$ cat config.mk
export PLATFORM = sky130hd
export DESIGN_NAME = button_debounce
export DESIGN_NICKNAME = d
export VERILOG_FILES = /design/src/rtl/button_debounce_pkg.sv /design/src/rtl/button_debounce_sync_2ff.sv /design/src/rtl/button_debounce.sv
export SDC_FILE = /design/constraint.sdc
export NUM_CORES = 1
export LEC_CHECK = 0
export CORE_MARGIN = 2
export CORE_UTILIZATION = 58
export CTS_BUF_LIST = sky130_fd_sc_hd__clkbuf_8 sky130_fd_sc_hd__clkbuf_16
export CTS_CLUSTER_SIZE = 20
export DETAILED_ROUTE_END_ITERATION = 8
export GPL_TIMING_DRIVEN = 1
export MAX_ROUTING_LAYER = met4
export PLACE_DENSITY_LB_ADDON = 0.05
export SLEW_MARGIN = 20
export SYNTH_ARGS = -nofsm -noshare
export SYNTH_HDL_FRONTEND = slang
export SYNTH_SLANG_ARGS = --single-unit
$ cat constraint.sdc
create_clock -name clk -period 2.2 [get_ports clk]
set_input_delay 0.22 -clock clk [delete_from_list [all_inputs] [get_ports clk]]
set_output_delay 0.22 -clock clk [all_outputs]
set_load 0.005 [all_outputs]
$ cat src/rtl/button_debounce_pkg.sv
// button_pkg: shared types and defaults for the push-button debouncer.
package button_pkg;

  // Debounce FSM states.
  typedef enum logic [1:0] {
    IDLE         = 2'd0,
    PRESS_WAIT   = 2'd1,
    HELD         = 2'd2,
    RELEASE_WAIT = 2'd3
  } btn_state_t;

  // 20 ms and 1 s at a 100 MHz system clock.
  localparam int DB_CYCLES_DEFAULT   = 2_000_000;
  localparam int LONG_CYCLES_DEFAULT = 100_000_000;

  // Width of a counter that must hold values 0 .. n-1, never narrower than 1 bit.
  function automatic int cnt_width(input int n);
    return (n > 1) ? $clog2(n) : 1;
  endfunction

endpackage

$ cat src/rtl/button_debounce_sync_2ff.sv
// sync_2ff: generic two-flop synchroniser for asynchronous inputs.
// Both stages reset to 0 asynchronously.
module sync_2ff #(
  parameter int WIDTH = 1
) (
  input  logic             clk,
  input  logic             rst_n,
  input  logic [WIDTH-1:0] d,
  output logic [WIDTH-1:0] q
);

  logic [WIDTH-1:0] s1;

  // Two back-to-back flops give metastability time to settle before q is used.
  always_ff @(posedge clk or negedge rst_n) begin
    if (!rst_n) begin
      s1 <= '0;
      q  <= '0;
    end else begin
      s1 <= d;
      q  <= s1;
    end
  end

endmodule

$ cat src/rtl/button_debounce.sv
// button_debounce: synchronises and debounces the raw push-button pad and
// produces a clean level plus single-cycle press / release / long-press pulses.
// Optional long-press detection is built only when BUTTON_DEBOUNCE_LONG_PRESS_EN
// is defined; otherwise btn_long is tied low.
//
// state        | meaning
// -------------+-------------------------------------------------------------
// IDLE         | button accepted as released
// PRESS_WAIT   | synchronised input high, counting stable samples
// HELD         | button accepted as pressed
// RELEASE_WAIT | synchronised input low, counting stable samples (level still 1)
module button_debounce
  import button_pkg::*;
#(
  parameter int DB_CYCLES   = DB_CYCLES_DEFAULT,
  parameter int LONG_CYCLES = LONG_CYCLES_DEFAULT
) (
  input  logic clk,
  input  logic rst_n,
  input  logic btn_in,
  output logic btn_level,
  output logic btn_press,
  output logic btn_release,
  output logic btn_long
);

  localparam int            CW       = cnt_width(DB_CYCLES);
  localparam logic [CW-1:0] CNT_LAST = CW'(DB_CYCLES - 1);

  // Empty marker scope: an illegal parameter set shows up in the hierarchy.
  if (DB_CYCLES < 1 || LONG_CYCLES <= DB_CYCLES) begin : g_bad_config
  end

  logic          s0;
  btn_state_t    state;
  btn_state_t    state_nxt;
  logic [CW-1:0] cnt;
  logic [CW-1:0] cnt_nxt;
  logic          level_nxt;
  logic          press_nxt;
  logic          release_nxt;

  sync_2ff #(.WIDTH(1)) u_sync (
    .clk   (clk),
    .rst_n (rst_n),
    .d     (btn_in),
    .q     (s0)
  );

  // State and stability-counter registers.
  always_ff @(posedge clk or negedge rst_n) begin
    if (!rst_n) begin
      state <= IDLE;
      cnt   <= '0;
    end else begin
      state <= state_nxt;
      cnt   <= cnt_nxt;
    end
  end

  // Next-state logic; the stability counter restarts on every state change
  // and only advances while waiting, so it never passes CNT_LAST.
  always_comb begin
    state_nxt = state;
    cnt_nxt   = cnt;
    case (state)
      IDLE: begin
        if (s0) begin
          state_nxt = PRESS_WAIT;
          cnt_nxt   = '0;
        end
      end
      PRESS_WAIT: begin
        if (!s0) begin
          state_nxt = IDLE;
          cnt_nxt   = '0;
        end else if (cnt == CNT_LAST) begin
          state_nxt = HELD;
          cnt_nxt   = '0;
        end else begin
          cnt_nxt = cnt + CW'(1);
        end
      end
      HELD: begin
        if (!s0) begin
          state_nxt = RELEASE_WAIT;
          cnt_nxt   = '0;
        end
      end
      RELEASE_WAIT: begin
        if (s0) begin
          state_nxt = HELD;
          cnt_nxt   = '0;
        end else if (cnt == CNT_LAST) begin
          state_nxt = IDLE;
          cnt_nxt   = '0;
        end else begin
          cnt_nxt = cnt + CW'(1);
        end
      end
      default: begin
        state_nxt = IDLE;
        cnt_nxt   = '0;
      end
    endcase
  end

  // Output decode from the transition being taken, so the registered outputs
  // line up with the state they describe.
  always_comb begin
    level_nxt   = (state_nxt == HELD) || (state_nxt == RELEASE_WAIT);
    press_nxt   = (state == PRESS_WAIT)   && (state_nxt == HELD);
    release_nxt = (state == RELEASE_WAIT) && (state_nxt == IDLE);
  end

  // Registered outputs: no combinational path from the pad.
  always_ff @(posedge clk or negedge rst_n) begin
    if (!rst_n) begin
      btn_level   <= 1'b0;
      btn_press   <= 1'b0;
      btn_release <= 1'b0;
    end else begin
      btn_level   <= level_nxt;
      btn_press   <= press_nxt;
      btn_release <= release_nxt;
    end
  end

`ifdef BUTTON_DEBOUNCE_LONG_PRESS_EN
  localparam int            LW        = cnt_width(LONG_CYCLES);
  localparam logic [LW-1:0] LONG_LAST = LW'(LONG_CYCLES - 1);

  logic [LW-1:0] long_cnt;
  logic          long_done;
  logic          pressed;

  // RELEASE_WAIT counts as pressed so a release bounce does not restart the timer.
  assign pressed = (state == HELD) || (state == RELEASE_WAIT);

  // Long-press timer: saturates at LONG_LAST, fires once per press, clears once released.
  always_ff @(posedge clk or negedge rst_n) begin
    if (!rst_n) begin
      long_cnt  <= '0;
      long_done <= 1'b0;
      btn_long  <= 1'b0;
    end else begin
      btn_long <= 1'b0;
      if (!pressed) begin
        long_cnt  <= '0;
        long_done <= 1'b0;
      end else if (long_cnt == LONG_LAST) begin
        if (!long_done) begin
          btn_long  <= 1'b1;
          long_done <= 1'b1;
        end
      end else begin
        long_cnt <= long_cnt + LW'(1);
      end
    end
  end
`else
  assign btn_long = 1'b0;
`endif

endmodule

==> results of run 1 <==
## flip-flops by register name, indices dropped and copies added, names as in the netlist
name and cells:
btn_release 1, u_sync.s1 1, btn_level 1, cnt 21, state 2, u_sync.q 1
btn_press 1
## through the flow
| step | total power [uW] | instance area [um^2] | hold WS (ns) |
|---|---|---|---|
| detailed placement | 607 | 1570 | 0.343 |
| CTS | 1010 | 1650 | 0.324 |
| global placement | 604 | 1570 | 0.338 |
| finish | 1010 | 1720 | 0.308 |
| global route | 1040 | 1720 | 0.352 |
| floorplan | 586 | 1490 | -0.0756 |
## power by group through the flow
stage | clock network (uW) | logic [uW] | registers, uW
6_report | 405 | 65.3 | 538
5_1_grt | 429 | 74.5 | 541
4_1_cts | 412 | 59.3 | 538
3_5_place_dp | 0 | 58.9 | 548
3_3_place_gp | 0 | 57.4 | 547
2_1_floorplan | 0 | 40.5 | 545
## kinds of logic (layout without fill, tap and decap cells)
logic type	count (synthesis)	count (layout)	share of synthesized area
other	1	1	0.00252
flip-flops	28	28	0.471
buffers and inverters	12	27	0.0463
AND/OR/NAND/NOR	54	54	0.228
multiplexers	4	4	0.0286
adder cells (fa/ha/maj)	1	1	0.00842
XOR/XNOR	3	3	0.0177
AO/OA/AOI/OAI	44	44	0.197
## placed cells by master (no fill, tap or decap), types with 3 or more instances in the layout
cell type        instances
a21oi_1                 10
a31oi_1                  8
and3_1                   3
and4_1                   5
buf_4                   13
clkbuf_8                 3
clkdlybuf4s50_1          5
dfrtp_1                 28
inv_1                    4
nand2_1                 18
nand3_1                  8
nand4_1                  4
nor2_1                   3
o21ai_0                 10
xor2_1                   3
## worst min-delay path by stage
stage | start | to | slack, ns | depth (start not counted)
after CTS | rst_n | btn_release | 0.32 | 2
after global placement | u_sync.s1 | u_sync.q | 0.34 | 0
after detailed placement | u_sync.s1 | u_sync.q | 0.34 | 0
final | rst_n | cnt[18] | 0.31 | 2
after global routing | rst_n | btn_level | 0.35 | 2
after floorplan | rst_n | btn_level | -0.08 | 0
## metal layers
layer | track usage | up-vias
met3 | 0.0273 | 9
met5 | - | -
met2 | 0.425 | 27
met1 | 0.311 | 594
li1 | - | 572
met4 | 0.104 | 0
## critical path: cells and delay by family, from the launching register on
kind                   cells  cell delay, ns
buffers and inverters      1            0.19
DFF                        1            0.42
muxes                      1            0.33
and+or+nand+nor            3            1.05
## final cells by class
cell class	instances	area (um^2)
multi-input combinational	107	737
fill	179	734
sequential	28	701
timing repair buffer	19	159
clock buffer	3	41.3
tap	30	37.5
clock inverter	1	30.0
inverter	4	15.0
## what timing repair did
action                                  4_1_cts  5_1_grt
setup buffers                                 0        7
endpoints found under the setup margin        4        4
gates resized for setup                       1        4
pin swaps                                     0        2
==> impl_metrics.json, run 1 <==
{
  "pin_count_of_the_biggest_net_entering_global_routing": 29,
  "crit_slowest_cell": "or4b_4",
  "holdCritPathClass": "input port to asynchronous set/reset pin",
  "finalNonFillerCells": 192,
  "power.density_nw_per_um2": 587,
  "finalWeightedCongestion": 0.845,
  "initial_core_util": 0.606,
  "p_leak_uw": 0.000747,
  "fin_worst_skew_ns": 0.00435,
  "initial_antenna_violation_count": 0,
  "max_slew.worst_pin.slew_ns": 0.959,
  "synth_seq_area_share": 0.471,
  "synth-edff-count": 0,
  "first_pass_iters": 4,
  "drc": 0,
  "routed_wl_um": 3040,
  "placedCellCount": 181,
  "worst-path-max-fanout": 5,
  "crit-reg2reg-launch": "cnt[9]",
  "dr_total_vias": 1202,
  "clock-root-buffer": "clkbuf_8",
  "route.top_layer_used": "met4",
  "globalRoute.totalOverflow": 0,
  "clock_path_buffers": 2,
  "post-route-worst-setup-slack_ns": 0.107,
  "slowest_delay_ns": 0.56,
  "setup_repair_after_global_routing_missed_its_margin": "false",
  "share_seq_of_total_power": 0.534,
  "ioPinCount": 7,
  "timing.rr.end": "state[1]",
  "first_iter_violations": 28,
  "dieArea_um2": 2980,
  "synth.cell_area_um2": 1490,
  "cts_tree": "yes",
  "p_sw_uw": 214,
  "synth_most_common_cell": "dfrtp_1",
  "clock_power_share": 0.402,
  "synthToLayoutAreaGrowth_pct": 15.7,
  "outcome": "finished clean",
  "syn-num-nets": 151,
  "synth-async-reset-ratio": 1.00,
  "vdd_drop_max_v": 0.000434,
  "drive_gt1_frac": 0.185,
  "nets": 167,
  "synth_unique_cells": 42,
  "dieHeight_um": 54.6,
  "cts_hold_buf": 0,
  "timing.final.hold_violations": 0,
  "yosys-top-cells-area": "dfrtp_1, nand2_1, a21oi_1",
  "setup_viol": 0,
  "timing.fmax_mhz": 478,
  "postSynthRegisterBits": 28,
  "tns_ns": 0,
  "diodes": 0,
  "crit_path_start": "cnt[9]",
  "worstPathCellList": "or4b_4 > nor4_4 > buf_4 > nand3_4 > mux2_1",
  "grt_pass1_wl_um": 5240,
  "netSwitchingFraction": 0.212,
  "met2RoutedLength_um": 1540,
  "worstSkewPairLatency_ns": 0.28,
  "cts.clk_slew.worst_paths_ns": 0.10,
  "antenna_left": 0,
  "synth_area_per_cell_um2": 10.1,
  "gr-usage-all-layers": 0.254,
  "final_core_utilization": 0.701,
  "regToRegSetupSlack_ns": 0.11,
  "first_global_vias": 1175,
  "endpoint": "state[1]",
  "maxCapViolCount": 0,
  "cts_made_buffers": 3,
  "floorplan.rows": 18,
  "yosys-top-cells-count": "dfrtp_1, nand2_1, a21oi_1, o21ai_0",
  "post-synth-top-area-cell": "dfrtp_1",
  "worst_ep_arrival_time_ns": 2.26,
  "met3_length_um": 90,
  "post-synth-top-area-fraction": 0.471,
  "postSynthCellCount": 147,
  "critical_path.endpoint_type": "register",
  "detail_routed_net_length_per_standard_cell_um": 15.8,
  "synth-main-ff-cell": "dfrtp_1",
  "core_region_area_um2": 2450,
  "finalCritPeriodShare": 0.952,
  "wl_met1_um": 1340,
  "crit_path_start_kind": "register",
  "timing_worst_setup_path_type": "register to register",
  "combPwrFrac": 0.065,
  "via_cell_ratio": 6.26,
  "finalWorstPathRequiredPeriod_ns": 2.09,
  "pins_over_their_slew_limit": 0,
  "number_of_input_and_output_port_buffers_inserted": 5,
  "die-width_um": 54.6,
  "slew-limit-headroom": 0.358,
  "dpl_worst_slack_ns": -0.0143,
  "cts.htree.levels": 1,
  "clock_sinks": 28,
  "hpwlAfterDp_um": 2130,
  "data_required_time_of_the_worst_path_ns": 2.36,
  "cell_internal_pwr_uw": 795,
  "timing.reg2reg.worst_path_depth": 5,
  "yosysWarningCount": 0
}
(Power assumes the default switching activity.)
==> run 2, diff against run 1 <==
--- a/config.mk
+++ b/config.mk
@@ -8,11 +8,13 @@
 export CORE_MARGIN = 2
 export CORE_UTILIZATION = 58
 export CTS_BUF_LIST = sky130_fd_sc_hd__clkbuf_8 sky130_fd_sc_hd__clkbuf_16
+export CTS_CLUSTER_DIAMETER = 120
 export CTS_CLUSTER_SIZE = 20
 export DETAILED_ROUTE_END_ITERATION = 8
 export GPL_TIMING_DRIVEN = 1
 export MAX_ROUTING_LAYER = met4
 export PLACE_DENSITY_LB_ADDON = 0.05
+export SETUP_SLACK_MARGIN = 0.15
 export SLEW_MARGIN = 20
 export SYNTH_ARGS = -nofsm -noshare
 export SYNTH_HDL_FRONTEND = slang
==> run 2 against run 1 <==
  * Register-to-register slack improved by 0.05 ns
  * Critical path type unchanged
  * Utilization is 2.6 points higher
  * Largest cell class unchanged
  * Power increased by 1.3%
  * Clock skew fell by 0.0029 ns
==> impl_metrics.json, run 2 (synthesized netlist as in run 1, its figures left out) <==
{
  "final_area_um2": 1780,
  "setup_viol": 0,
  "setup_repair_after_global_routing_missed_its_margin": "true",
  "p_leak_uw": 0.000757,
  "nets": 167,
  "ioPinCount": 7,
  "power.density_nw_per_um2": 573,
  "dpl-instance-area_um2": 1570,
  "drc": 0,
  "multiInputGateArea_um2": 781,
  "holdCritPathClass": "input port to asynchronous set/reset pin",
  "first_pass_iters": 4,
  "top_register": "cnt",
  "worstSkewPairLatency_ns": 0.28,
  "cpLargestDelayFamily": "simple AND/OR/NAND/NOR gates",
  "largest_register_ff_count": 21,
  "cts.htree.levels": 1,
  "routed_wl_um": 3290,
  "antenna_left": 0,
  "globalRoute.totalOverflow": 0,
  "worstPathCellList": "or4b_4 > nor4_4 > buf_4 > a21oi_4 > a21o_1 > a22o_1",
  "worst-path-max-fanout": 6,
  "hpwlAfterDp_um": 2130,
  "initial_antenna_violation_count": 0,
  "max_slew.worst_pin.slew_ns": 0.664,
  "dr_total_vias": 1224,
  "floorplan.rows": 18,
  "slew-limit-headroom": 0.557,
  "initial_core_util": 0.606,
  "data_required_time_of_the_worst_path_ns": 2.37,
  "dieHeight_um": 54.6,
  "crit_path_start_kind": "register",
  "clock_path_buffers": 2,
  "pin_count_of_the_biggest_net_entering_global_routing": 29,
  "critPathBufInv": 1,
  "worst_ep_arrival_time_ns": 2.22,
  "dieArea_um2": 2980,
  "number_of_input_and_output_port_buffers_inserted": 5,
  "register_area_um2": 701,
  "die-width_um": 54.6,
  "outcome": "finished clean",
  "total_power_uw": 1020,
  "cts_hold_buf": 0,
  "diodes": 0,
  "layout.cells.most_common_list": "dfrtp_1, nand2_1, buf_4",
  "drive_gt1_frac": 0.247,
  "finalCritPeriodShare": 0.930,
  "crit_slowest_cell": "or4b_4",
  "timing.final.hold_violations": 0,
  "grt_pass1_wl_um": 5310,
  "whs_ns": 0.306,
  "first_iter_violations": 44,
  "cts_made_buffers": 3,
  "fin_worst_skew_ns": 0.00143,
  "tns_ns": 0,
  "detail_routed_net_length_per_standard_cell_um": 17.1,
  "slowest_delay_ns": 0.54,
  "vdd_drop_max_v": 0.000456,
  "timing_worst_setup_path_type": "register to register",
  "core_region_area_um2": 2450,
  "final_common_cell": "dfrtp_1",
  "maxCapViolCount": 0,
  "cts_tree": "yes",
  "critical_path.endpoint_type": "register",
  "filler_cell_count": 165,
  "via_cell_ratio": 6.38,
  "gr-usage-all-layers": 0.256,
  "timing.fmax_mhz": 489,
  "cts.clk_slew.worst_paths_ns": 0.10,
  "clock_sinks": 28,
  "synthToLayoutAreaGrowth_pct": 20.0,
  "layout_top_registers": "cnt (21), state (2)",
  "clock-root-buffer": "clkbuf_8",
  "finalWorstPathRequiredPeriod_ns": 2.05,
  "first_global_vias": 1184,
  "finalWeightedCongestion": 0.845,
  "pins_over_their_slew_limit": 0
}
run 2: changes by cell type in the layout (fill, tap and decap cells not counted), moves of 2 or more:
| cell | before | now |
|---|---|---|
| buf_4 | 13 | 10 |
| a31oi_1 | 8 | 6 |
| nand3_2 | 0 | 3 |
| a21oi_1 | 10 | 6 |
| nand3_1 | 8 | 6 |
| a21oi_2 | 0 | 4 |
| buf_6 | 1 | 3 |
run 2: cell type report:
class | instances | area share
clock buffer | 3 | 0.0231
timing repair buffer | 19 | 0.100
multi-input combinational | 107 | 0.438
inverter | 4 | 0.00842
clock inverter | 1 | 0.0168
tap | 30 | 0.0210
sequential | 28 | 0.393
run 2: what timing repair did:
action / 4_1_cts / 5_1_grt
resized for setup: 2 / 15
setup endpoints to repair: 12 / 19
pin swaps: 0 / 8
setup buffers: 3 / 4
run 2: per-stage QoR:
| stage | utilization | cells | worst slack [ns] |
|---|---|---|---|
| 6_report | 0.727 | 192 | 0.155 |
| 5_1_grt | 0.727 | 192 | 0.0898 |
| 4_1_cts | 0.688 | 188 | 0.206 |
| 3_5_place_dp | 0.641 | 181 | -0.0143 |
| 3_3_place_gp | 0.641 | 181 | 0.0457 |
| 2_1_floorplan | - | 147 | 0.319 |
run 2: final timing paths:
kind                       cells after the start  slack (ns)           to      start
hold reg to reg                                0        0.36     u_sync.q  u_sync.s1
setup reg to reg                               6        0.15      cnt[13]    cnt[11]
setup / recovery                               6        0.15      cnt[13]    cnt[11]
min in group clk                               0        0.36     u_sync.q  u_sync.s1
hold / removal                                 2        0.31  btn_release      rst_n
max in group asynchronous                      2        1.64       cnt[8]      rst_n
run 2: worst reg2reg max path, delay by kind of cell (launching register included):
| family | cells | cell delay [ns] |
|---|---|---|
| buffers and inverters | 1 | 0.18 |
| flip-flops | 1 | 0.43 |
| AO/OA/AOI/OAI | 3 | 0.50 |
| AND/OR/NAND/NOR | 2 | 0.82 |
run 2: power by group:
part	total, uW	switching (uW)	leakage (uW)	internal, uW
logic	73.4	42.7	0.000338	30.7
registers	539	13.9	0.000383	525
clock network	409	165	0.0000357	244
run 2: metal layers:
layer  GRT usage  wire length (um)  vias up
met5           -                 0        -
met4       0.104                44        0
met3      0.0273               167        4
met2       0.417              1650       36
met1       0.325              1420      607
li1            -                 -      577
